<file path="config.mk">
export PLATFORM = sky130hd
export DESIGN_NAME = tinymoa_nibble_sequencer
export DESIGN_NICKNAME = d
export VERILOG_FILES = /design/src/rtl/tinymoa_nibble_sequencer.sv
export SDC_FILE = /design/constraint.sdc
export NUM_CORES = 1
export LEC_CHECK = 0
export BUFFER_PORTS_ARGS = -buffer_cell sky130_fd_sc_hd__buf_4
export CORE_MARGIN = 2
export CORE_UTILIZATION = 30
export CTS_BUF_LIST = sky130_fd_sc_hd__clkbuf_4 sky130_fd_sc_hd__clkbuf_8 sky130_fd_sc_hd__clkbuf_16
export CTS_CLUSTER_DIAMETER = 100
export DETAILED_ROUTE_END_ITERATION = 7
export PLACE_DENSITY_LB_ADDON = 0.12
export SYNTH_ARGS = -nofsm -noshare
export SYNTH_HDL_FRONTEND = slang
export SYNTH_SLANG_ARGS = --single-unit
</file>
<file path="constraint.sdc">
create_clock -name clk -period 2.8 [get_ports clk]
set_input_delay 0.28 -clock clk [delete_from_list [all_inputs] [get_ports clk]]
set_output_delay 0.28 -clock clk [all_outputs]
set_load 0.005 [all_outputs]
</file>
<file path="src/rtl/tinymoa_nibble_sequencer.sv">
`default_nettype none
// +----------------------------------------------------------------------------+
// | Module   : tinymoa_nibble_sequencer                                        |
// | Purpose  : Operand sequencer for the TinyMOA nibble-serial datapath.       |
// |            Accepts a full-width op on a valid/ready handshake, feeds the   |
// |            4-bit ALU one nibble per cycle (LS nibble first), chains the    |
// |            carry/compare flags between nibbles, assembles the result word |
// |            and offers it with the final flags on a second handshake.       |
// | Ports    : clk, rstn (async, active-low)                                   |
// |            start_valid/start_ready, opcode_in, a_in, b_in  - op intake     |
// |            alu_en, alu_opcode, alu_a, alu_b, alu_carry, alu_cmp - to ALU   |
// |            alu_result, alu_carry_in, alu_cmp_in            - from ALU      |
// |            result_valid/result_ready, result, carry_out, cmp_out - output  |
// | Revision : 1.0  initial release                                            |
// +----------------------------------------------------------------------------+
module tinymoa_nibble_sequencer #(
  parameter int NIBBLES = 8
) (
  input  logic                   clk,
  input  logic                   rstn,
  input  logic                   start_valid,
  output logic                   start_ready,
  input  logic [3:0]             opcode_in,
  input  logic [4*NIBBLES-1:0]   a_in,
  input  logic [4*NIBBLES-1:0]   b_in,
  output logic                   alu_en,
  output logic [3:0]             alu_opcode,
  output logic [3:0]             alu_a,
  output logic [3:0]             alu_b,
  output logic                   alu_carry,
  output logic                   alu_cmp,
  input  logic [3:0]             alu_result,
  input  logic                   alu_carry_in,
  input  logic                   alu_cmp_in,
  output logic                   result_valid,
  input  logic                   result_ready,
  output logic [4*NIBBLES-1:0]   result,
  output logic                   carry_out,
  output logic                   cmp_out
);

  localparam int W  = 4 * NIBBLES;
  localparam int CW = (NIBBLES > 1) ? $clog2(NIBBLES) : 1;
  localparam logic [CW-1:0] LAST_NIB = CW'(NIBBLES - 1);

  localparam logic [1:0] ST_IDLE = 2'd0;
  localparam logic [1:0] ST_RUN  = 2'd1;
  localparam logic [1:0] ST_DONE = 2'd2;

  logic [1:0]    state;
  logic [W-1:0]  a_sh;
  logic [W-1:0]  b_sh;
  logic [W-1:0]  res_sh;
  logic [W-1:0]  res_next;
  logic [CW-1:0] cnt;
  logic [3:0]    opcode_r;
  logic          carry_r;
  logic          cmp_r;

  // Result nibbles enter at the top and migrate down, so after NIBBLES
  // shifts the first (least-significant) nibble sits at bits [3:0].
  generate
    if (NIBBLES > 1) begin : g_res_multi
      assign res_next = {alu_result, res_sh[W-1:4]};
    end else begin : g_res_single
      assign res_next = alu_result;
    end
  endgenerate

  always_ff @(posedge clk or negedge rstn) begin
    if (!rstn) begin
      state    <= ST_IDLE;
      a_sh     <= '0;
      b_sh     <= '0;
      res_sh   <= '0;
      cnt      <= '0;
      opcode_r <= '0;
      carry_r  <= 1'b0;
      cmp_r    <= 1'b0;
    end else begin
      case (state)
        ST_IDLE: begin
          if (start_valid) begin
            opcode_r <= opcode_in;
            a_sh     <= a_in;
            b_sh     <= b_in;
            cnt      <= '0;
            // Subtract-class ops compute A + ~B + 1, so the chain starts
            // with carry set; compare starts "equal so far".
            carry_r  <= opcode_in[3];
            cmp_r    <= 1'b1;
            state    <= ST_RUN;
          end
        end
        ST_RUN: begin
          a_sh    <= a_sh >> 4;
          b_sh    <= b_sh >> 4;
          res_sh  <= res_next;
          carry_r <= alu_carry_in;
          cmp_r   <= alu_cmp_in;
          if (cnt == LAST_NIB) begin
            cnt   <= '0;
            state <= ST_DONE;
          end else begin
            cnt   <= cnt + CW'(1);
          end
        end
        ST_DONE: begin
          if (result_ready) begin
            state <= ST_IDLE;
          end
        end
        default: state <= ST_IDLE;
      endcase
    end
  end

  wire in_run  = (state == ST_RUN);
  wire in_done = (state == ST_DONE);

  assign start_ready  = (state == ST_IDLE);
  assign alu_en       = in_run;
  assign alu_opcode   = opcode_r;
  assign alu_a        = in_run ? a_sh[3:0] : 4'd0;
  assign alu_b        = in_run ? b_sh[3:0] : 4'd0;
  assign alu_carry    = in_run & carry_r;
  assign alu_cmp      = in_run & cmp_r;

  // Outputs are gated by DONE so stale flags never leak out in IDLE/RUN.
  assign result_valid = in_done;
  assign result       = in_done ? res_sh : '0;
  assign carry_out    = in_done & carry_r;
  assign cmp_out      = in_done & cmp_r;

endmodule
`default_nettype wire

</file>
==> flow_summary.toml, run 1 <==
[route]
detail_route.vias_per_cell = 4.84
wire_per_inst_um = 15.4
detail-route-antenna-nets = 0
drt_drc_violations_left = 0
drtIter0Drc = 266
drt-pass1-iter-count = 5
detail_route.wirelength_mm = 13.8
num_vias = 4341

[global_route]
overflow = 0
grt_antenna_before_repair = 0
maximum_number_of_pins_on_one_net_before_global_route_repair = 68
grt_pass1_vias = 4275
grt_util_all_layers_pct = 15.2
grt_pass1_wl_mm = 22.3

[timing]
rsz0062_at_grt = "no"
worstMarginPinSlew_ns = 0.599
final_period_minus_worst_setup_slack_ns = 2.24
report.final.slew_viol_count = 0
setup_viol = 0
skew_ns = 0.0104
max_slew_margin_pct = 60.1
layout_setup_ws_ns = 0.562
fmax_mhz = 447
final-hold-violation-count = 0
fin_tns_setup_ns = 0
final_period_utilization_pct = 79.9

[logic_synthesis]
main_combinational_cell_family_by_area_after_synthesis = "simple AND/OR/NAND/NOR gates"
post_synth_main_area_contributors = "sky130_fd_sc_hd__dfrtp_1 51%, sky130_fd_sc_hd__nand2_1 11%, sky130_fd_sc_hd__nand3b_1 6.8%"
muxShareOfSynthArea_pct = 1.15
post_synth_xor_area_fraction_pct = 0
synth_common_cells = "148 x sky130_fd_sc_hd__nand2_1, 107 x sky130_fd_sc_hd__dfrtp_1, 47 x sky130_fd_sc_hd__nand3b_1"
syn-num-nets = 642
synth-warning-count = 0
yosys_register_bits = 107
number_of_enable_flip_flop_cells_after_synthesis = 0
synth_compound_gate_area_share_pct = 10.1
yosysUniqueCellTypes = 31
share_of_synthesized_cell_area_in_full_adder_half_adder_and_majority_cells_pct = 0.481
yosys.cell_count.top_type = "sky130_fd_sc_hd__nand2_1"
netlist.top_cell.by_area = "sky130_fd_sc_hd__dfrtp_1"
syn-mean-instance-area_um2 = 9.26
synth_seq_area_share_pct = 51.5
synth-main-ff-cell = "sky130_fd_sc_hd__dfrtp_1"
post_synth_and_or_nand_nor_area_fraction_pct = 32.0
cell_count_after_synthesis = 562
netlist_area_um2 = 5200
async_flop_share_pct = 100
synth.top_cell.area_share_pct = 51.5

[finish]
finalNetCount = 747
insertedDiodeCount = 0
share_of_final_layout_standard_cells_stronger_than_drive_strength_1_pct = 25.4
areaGrowthSynthToFinish_pct = 27.8
post-route-cell-area_um2 = 6650

[cts]
tritoncts_clock_tree = "built"
numClockSinks = 107
cts_root_buf = "sky130_fd_sc_hd__clkbuf_16"
clock_tree_buffer_depth = 2
cts.reportedPaths.clkPinSlew_ns = 0.08
tritoncts.num_buffers = 9
htreeDepth = 3
insertion_delay_of_the_later_clocked_pin_in_the_worst_skew_pair_ns = 0.35

[pwr]
combPwrFrac_pct = 35.4
clockPowerShare_pct = 21.2
power.static_leakage_nw = 3.18
p_seq_share_pct = 43.4
switching_power_as_a_share_of_total_power_pct = 36.3
power_switching_mw = 2.27
power_report.internal_total_mw = 3.97
power_density_nw_per_um2 = 938
vdd_drop_max_mv = 0.356

[worst_setup_path]
rrSetupSlack_ns = 0.99
timing.critical_path.to_type = "output port"
cp_max_fo = 59
critical_path_arrival_ns = 1.96
crit_required_ns = 2.52
critical-path-top-delay-family = "flip-flops"
worst_setup_path_start_kind = "flop"
critical_path.max_stage_delay_ns = 0.67
crit_type = "flop to output port"
critical_path.cell_chain = "nand2b_1 -> inv_2 -> buf_12 -> and2_1 -> buf_4"
critical_path_buf_inv_count = 3
critPathSlowestCell = "sky130_fd_sc_hd__dfrtp_1"

[status]
outcome = "finished, final reports clean"

[placement]
placement.io_buffers = 128
placement.cell_area_um2 = 6330
detailedPlace.worstSlack_ns = 0.915
dp_hpwl_mm = 9.22
finalWeightedCongestion = 0.694

[die]
placementRows = 48
die_height_um = 136
core-area_um2 = 17100
i_o_pins = 129
die_area_um2 = 18400
die_width_um = 136
initial_utilization_pct = 30.4

[flow_run]
cap_viol_max_count = 0

[worst_hold_path]
worst_hold_path_type = "primary input to flop"
worst paths after layout:
kind / startpoint / endpoint / cells past startpoint
worst min register to register: res_sh[1] / res_sh[1] / 2
worst max register to register: state[0] / a_sh[29] / 4
worst max-delay path: state[0] / alu_a[2] / 5
min in group asynchronous: rstn / res_sh[2] / 2
worst min-delay path: result_ready / state[1] / 2
max in group asynchronous: rstn / a_sh[24] / 3
cells by family (layout without fill, tap and decap cells):
family | count (synthesis) | count (layout)
simple gates | 329 | 329
compound gates | 72 | 72
fa+ha+maj | 2 | 2
buf+inv | 48 | 158
mux | 4 | 4
flops | 107 | 107
layout make-up:
class | instances | area, µm²
Fill cell | 1771 | 10500
Sequential cell | 107 | 2680
Multi-Input combinational cell | 407 | 2290
Timing Repair Buffer | 140 | 1080
Tap cell | 225 | 282
Clock buffer | 11 | 246
Clock inverter | 5 | 61.3
Inverter | 2 | 7.51
routing by layer:
layer / wire (µm) / GRT usage [%] / up-vias / share of wire, %
met5: 0 / 0 / - / 0
met4: 99 / 4.92 / 0 / 0.72
met3: 612 / 2.58 / 8 / 4.4
met2: 6670 / 23.8 / 96 / 48
met1: 6420 / 21.3 / 2114 / 46
li1: - / - / 2123 / -
per-stage QoR:
step / utilization (%) / cells / power, mW / hold slack, ns
finish: 38.9 / 897 / 6.24 / 0.127
global route: 38.9 / 897 / 6.74 / 0.134
CTS: 38.9 / 897 / 6.34 / 0.107
detailed placement: 37.0 / 880 / 4.99 / 0.273
global placement: 37.0 / 880 / 4.91 / 0.269
floorplan: - / 562 / 4.16 / -0.0156
timing repair:
action / in CTS / in global routing
endpoints found under the setup margin: 0 / 0
endpoints found under the hold margin: 33 / 0
hold buffers: 1 / 0
resized for setup: 0 / 0
buffers inserted: 0 / 0
layout by cell type (no fill, tap or decap), drive strengths merged, types with 17 or more instances in the layout:
cell type  count
buf          139
nand3b        47
o21ai         17
nand3         43
and2          44
a22oi         43
dfrtp        107
nor3          19
nand2        148
state kept, by name (all words and copies together) (netlist names):
name        cells
b_sh           32
res_sh         32
alu_opcode      4
state           2
cmp_r           1
cnt             3
carry_r         1
a_sh           32
power groups by stage:
| stage | Combinational [mW] | Sequential, mW | Clock (mW) |
|---|---|---|---|
| 2_1_floorplan | 1.60 | 2.56 | 0 |
| 3_3_place_gp | 2.20 | 2.71 | 0 |
| 3_5_place_dp | 2.25 | 2.74 | 0 |
| 4_1_cts | 2.26 | 2.71 | 1.37 |
| 5_1_grt | 2.51 | 2.81 | 1.42 |
| 6_report | 2.21 | 2.71 | 1.32 |
(Power assumes the default switching activity.)
==> run 2, diff against run 1 <==
- clock period: 2.8 -> 2 ns (I/O delays scaled with it)
==> flow_summary.toml, run 2 (synthesis results as in run 1) <==
[worst_setup_path]
r2r.worst_path.cells = 4
cp_max_fo = 36
crit_type = "flop to output port"
worst_r2r_end = "alu_opcode[0]"
timing.critical_path.to_type = "output port"
rrSetupSlack_ns = 0.45
crit_required_ns = 1.80
critical_path_arrival_ns = 1.72
worst_setup_path_start_kind = "flop"
r2r-start = "state[1]"

[die]
die_width_um = 136
i_o_pins = 129
initial_utilization_pct = 30.4
die_height_um = 136
die_area_um2 = 18400
placementRows = 48
core-area_um2 = 17100

[global_route]
grt_pass1_vias = 4413
overflow = 0
groute.layer.met1.usage_pct = 20.9
global_route.usage.met2_pct = 24.7
grt-busiest-layer = "met2"
grt_antenna_before_repair = 0
grt_util_all_layers_pct = 15.5
grt_pass1_wl_mm = 22.7
maximum_number_of_pins_on_one_net_before_global_route_repair = 62
grt.met3_usage_pct = 2.84

[worst_hold_path]
timing.hold.worst_path_depth = 3
worst_hold_path_type = "primary input to flop"
terminating_pin_of_the_worst_hold_path = "res_sh[31]"
min-delay-start = "alu_result[3]"

[finish]
number_of_cells_in_the_finished_layout_apart_from_fillers = 904
share_of_final_layout_standard_cells_stronger_than_drive_strength_1_pct = 26.2
insertedDiodeCount = 0
areaGrowthSynthToFinish_pct = 30.8
biggestRegsByFlops = "a_sh: 32 flops, b_sh: 32 flops, res_sh: 32 flops"
final_common_cell = "sky130_fd_sc_hd__nand2_1"
finalNetCount = 754
most_used_cells_in_the_layout_excluding_fill_and_tap_cells = "148 x sky130_fd_sc_hd__nand2_1, 139 x sky130_fd_sc_hd__buf_4, 106 x sky130_fd_sc_hd__dfrtp_1"

[cts]
numClockSinks = 107
tritoncts_clock_tree = "built"
htreeDepth = 3
insertion_delay_of_the_later_clocked_pin_in_the_worst_skew_pair_ns = 0.36
cts_root_buf = "sky130_fd_sc_hd__clkbuf_16"
clock_tree_buffer_depth = 2
tritoncts.num_buffers = 9
post_cts.repair.setup_buffers = 0
cts.reportedPaths.clkPinSlew_ns = 0.07

[pwr]
vdd_drop_max_mv = 0.536
power.static_leakage_nw = 3.24
power_density_nw_per_um2 = 1330
report.power.total_mw = 9.04

[route]
detail_route.wirelength_mm = 14.2
drt_drc_violations_left = 0
wire_per_inst_um = 15.8
drtIter0Drc = 262
num_vias = 4405
detail_route.vias_per_cell = 4.87
drt-pass1-iter-count = 4
detail-route-antenna-nets = 0

[timing]
final-hold-violation-count = 0
final_period_utilization_pct = 95.8
rsz0062_at_grt = "no"
final_period_minus_worst_setup_slack_ns = 1.92
report.final.slew_viol_count = 0
skew_ns = 0.0103
fmax_mhz = 522
setup_viol = 0
worstMarginPinSlew_ns = 0.535
fin_tns_setup_ns = 0
max_slew_margin_pct = 64.3

[placement]
placedCellCount = 886
dp_hpwl_mm = 9.44
finalWeightedCongestion = 0.714
placement.io_buffers = 128

[flow_run]
cap_viol_max_count = 0

[status]
outcome = "finished, final reports clean"
-- run 2: cell count changes in the layout (fill, tap and decap cells not counted) --
| cell | before | now |
|---|---|---|
| sky130_fd_sc_hd__inv_2 | 1 | 0 |
| sky130_fd_sc_hd__buf_4 | 137 | 139 |
| sky130_fd_sc_hd__inv_6 | 1 | 0 |
| sky130_fd_sc_hd__clkbuf_16 | 9 | 10 |
| sky130_fd_sc_hd__clkbuf_4 | 1 | 0 |
| sky130_fd_sc_hd__buf_16 | 0 | 1 |
| sky130_fd_sc_hd__clkinvlp_4 | 0 | 2 |
| sky130_fd_sc_hd__bufinv_16 | 1 | 2 |
| sky130_fd_sc_hd__buf_12 | 2 | 5 |
-- run 2: routing by layer --
metal / routed length (µm) / share of wire (%)
met5: 0 / 0
met4: 295 / 2.1
met3: 720 / 5.1
met2: 6620 / 46
met1: 6610 / 46
-- run 2: worst max path at each step --
stage	from	to	slack, ns
final	state[1]	result[11]	0.08
after global routing	state[1]	alu_a[0]	0.004
after CTS	state[1]	alu_a[0]	0.04
after detailed placement	state[1]	a_sh[21]	0.43
after global placement	state[1]	a_sh[21]	0.44
after floorplan	state[1]	result[22]	0.67
-- run 2: layout make-up --
type / count / area (µm²)
Clock buffer: 10 / 239
Clock inverter: 6 / 88.8
Fill cell: 1741 / 10300
Inverter: 2 / 12.5
Multi-Input combinational cell: 407 / 2290
Sequential cell: 107 / 2680
Tap cell: 225 / 282
Timing Repair Buffer: 147 / 1210
-- run 2: worst max-delay path, stage by stage, from the launching register on --
cell and delay, ns:
sky130_fd_sc_hd__dfrtp_4 0.53, sky130_fd_sc_hd__buf_16 0.19, sky130_fd_sc_hd__nor2b_2 0.18, sky130_fd_sc_hd__buf_12 0.16
sky130_fd_sc_hd__and2_1 0.17, sky130_fd_sc_hd__buf_4 0.13
-- run 2: timing repair --
item / in CTS / in global routing
setup endpoints to repair: 0 / 22
endpoints found under the hold margin: 34 / 0
hold buffers: 1 / 0
gates resized for setup: 0 / 3
-- run 2: stage by stage --
stage	cell area (µm²)	hold slack (ns)	util, %	setup slack, ns
2_1_floorplan	5200	-0.0956	-	0.669
3_3_place_gp	6430	0.218	37.6	0.442
3_5_place_dp	6430	0.216	37.6	0.431
4_1_cts	6770	0.0326	39.5	0.0419
5_1_grt	6800	0.0463	39.7	0.00418
6_report	6800	0.0464	39.7	0.0850
-- run 2: report_power, final --
group	internal [mW]	switching, mW	leakage (nW)	total (mW)
logic	1.56	1.75	1.74	3.31
clock network	1.13	0.831	0.155	1.96
registers	3.09	0.673	1.35	3.77
==> run 3, diff against run 2 <==
--- a/config.mk
+++ b/config.mk
@@ -8,2 +8,3 @@
 export BUFFER_PORTS_ARGS = -buffer_cell sky130_fd_sc_hd__buf_4
+export CORE_ASPECT_RATIO = 1.25
 export CORE_MARGIN = 2
==> constraint.sdc (replaced) <==
create_clock -name clk -period 2 [get_ports clk]
set_input_delay 0.1 -clock clk [delete_from_list [all_inputs] [get_ports clk]]
set_output_delay 0.1 -clock clk [all_outputs]
set_load 0.005 [all_outputs]
==> flow_summary.toml, run 3 (synthesis results as in run 1) <==
[die]
die_area_um2 = 18400
i_o_pins = 129
initial_utilization_pct = 30.8
die_width_um = 122
placementRows = 53
die_height_um = 151
core-area_um2 = 16900

[global_route]
grt_antenna_before_repair = 0
grt_util_all_layers_pct = 15.6
grt_pass1_wl_mm = 22.6
grt_pass1_vias = 4355
overflow = 0
maximum_number_of_pins_on_one_net_before_global_route_repair = 61

[timing]
fin_tns_setup_ns = 0
setup_viol = 0
final_period_utilization_pct = 94.5
skew_ns = 0.00726
final_period_minus_worst_setup_slack_ns = 1.89
final-hold-violation-count = 0
max_slew_margin_pct = 38.4
worstMarginPinSlew_ns = 0.921
fmax_mhz = 529
rsz0062_at_grt = "no"
report.final.slew_viol_count = 0

[placement]
placement.cell_area_um2 = 6350
placedCellCount = 876
dp_hpwl_mm = 9.08
placement.io_buffers = 128
finalWeightedCongestion = 0.748

[finish]
post-route-cell-area_um2 = 7000
number_of_cells_in_the_finished_layout_apart_from_fillers = 919
insertedDiodeCount = 0
finalNetCount = 774
biggestRegsByFlops = "a_sh: 32 flops, b_sh: 32 flops, res_sh: 32 flops"
areaGrowthSynthToFinish_pct = 34.5
share_of_final_layout_standard_cells_stronger_than_drive_strength_1_pct = 24.9
final_common_cell = "sky130_fd_sc_hd__nand2_1"
most_used_cells_in_the_layout_excluding_fill_and_tap_cells = "148 x sky130_fd_sc_hd__nand2_1, 134 x sky130_fd_sc_hd__buf_4, 106 x sky130_fd_sc_hd__dfrtp_1"

[route]
drtIter0Drc = 252
detail_route.vias_per_cell = 4.78
detail-route-antenna-nets = 0
drt-pass1-iter-count = 5
detail_route.wirelength_mm = 13.8
num_vias = 4393
wire_per_inst_um = 15.0
drt_drc_violations_left = 0

[worst_setup_path]
crit_required_ns = 1.90
worst_setup_path_start_kind = "flop"
cp_max_fo = 36
crit_type = "flop to output port"
critical_path_arrival_ns = 1.79
timing.critical_path.to_type = "output port"

[pwr]
p_seq_share_pct = 42.1
combPwrFrac_pct = 36.4
power_switching_mw = 3.20
report.power.total_mw = 8.96
switching_power_as_a_share_of_total_power_pct = 35.7
power_report.internal_total_mw = 5.75
power_density_nw_per_um2 = 1280
clockPowerShare_pct = 21.5
vdd_drop_max_mv = 0.568
power.static_leakage_nw = 3.32

[cts]
numClockSinks = 107
tritoncts_clock_tree = "built"
post_cts.repair.setup_buffers = 0
insertion_delay_of_the_later_clocked_pin_in_the_worst_skew_pair_ns = 0.35
clock_tree_buffer_depth = 2
tritoncts.num_buffers = 9
htreeDepth = 3
cts.reportedPaths.clkPinSlew_ns = 0.07
cts_root_buf = "sky130_fd_sc_hd__clkbuf_16"

[flow_run]
cap_viol_max_count = 0

[worst_hold_path]
worst_hold_path_type = "primary input to flop"

[status]
outcome = "finished, final reports clean"
[run 3: final timing paths]
kind                                start         to  slack (ns)  cells after the start
min in group asynchronous            rstn   b_sh[13]        0.25                      2
worst min-delay path             a_in[14]   a_sh[14]       0.009                      3
max in group asynchronous            rstn    a_sh[2]        0.99                      3
worst max-delay path             state[1]   alu_a[0]        0.11                      5
worst max register to register   state[0]   b_sh[31]        0.24                      4
worst min register to register  res_sh[0]  res_sh[0]        0.47                      2
[run 3: through the flow]
stage	utilization (%)	worst slack [ns]	hold slack, ns
2_1_floorplan	-	0.769	-0.196
3_3_place_gp	37.5	0.272	0.0696
3_5_place_dp	37.5	0.256	0.0718
4_1_cts	41.3	0.0408	0.00160
5_1_grt	41.4	0.0164	0.00989
6_report	41.4	0.109	0.00946
[run 3: what timing repair did]
item                       4_1_cts  5_1_grt
cloned                           1        0
hold buffers                    26        0
setup endpoints to repair       43       36
hold endpoints to repair        56        0
gates resized for setup          5        3
[run 3: critical path, cell delays in order (launching register included)]
cell and delay, ns:
sky130_fd_sc_hd__dfrtp_4 0.51, sky130_fd_sc_hd__nand2b_2 0.27, sky130_fd_sc_hd__inv_2 0.15, sky130_fd_sc_hd__buf_8 0.24, sky130_fd_sc_hd__and2_1 0.17, sky130_fd_sc_hd__buf_4 0.11
[run 3: power by group through the flow]
stage,combinational [mW],sequential (mW),clock [mW]
2_1_floorplan,2.25,3.58,0
3_3_place_gp,3.11,3.79,0
3_5_place_dp,3.19,3.81,0
4_1_cts,3.31,3.78,2.00
5_1_grt,3.68,3.92,2.09
6_report,3.26,3.77,1.93
[run 3: routing by layer]
metal | GRT usage [%] | wire (µm) | vias to the layer above
met3 | 1.92 | 618 | 15
li1 | - | - | 2172
met2 | 26.1 | 6750 | 112
met4 | 6.21 | 261 | 0
met5 | 0 | 0 | -
met1 | 20.5 | 6150 | 2094
[run 3: cell type report]
type | count | area (µm²)
multi-input cells | 407 | 2300
fillers | 1714 | 9910
inverters | 2 | 7.51
clock buffers | 9 | 225
well taps | 220 | 275
repair buffers | 167 | 1410
flip-flops and latches | 107 | 2680
clock inverters | 7 | 98.8
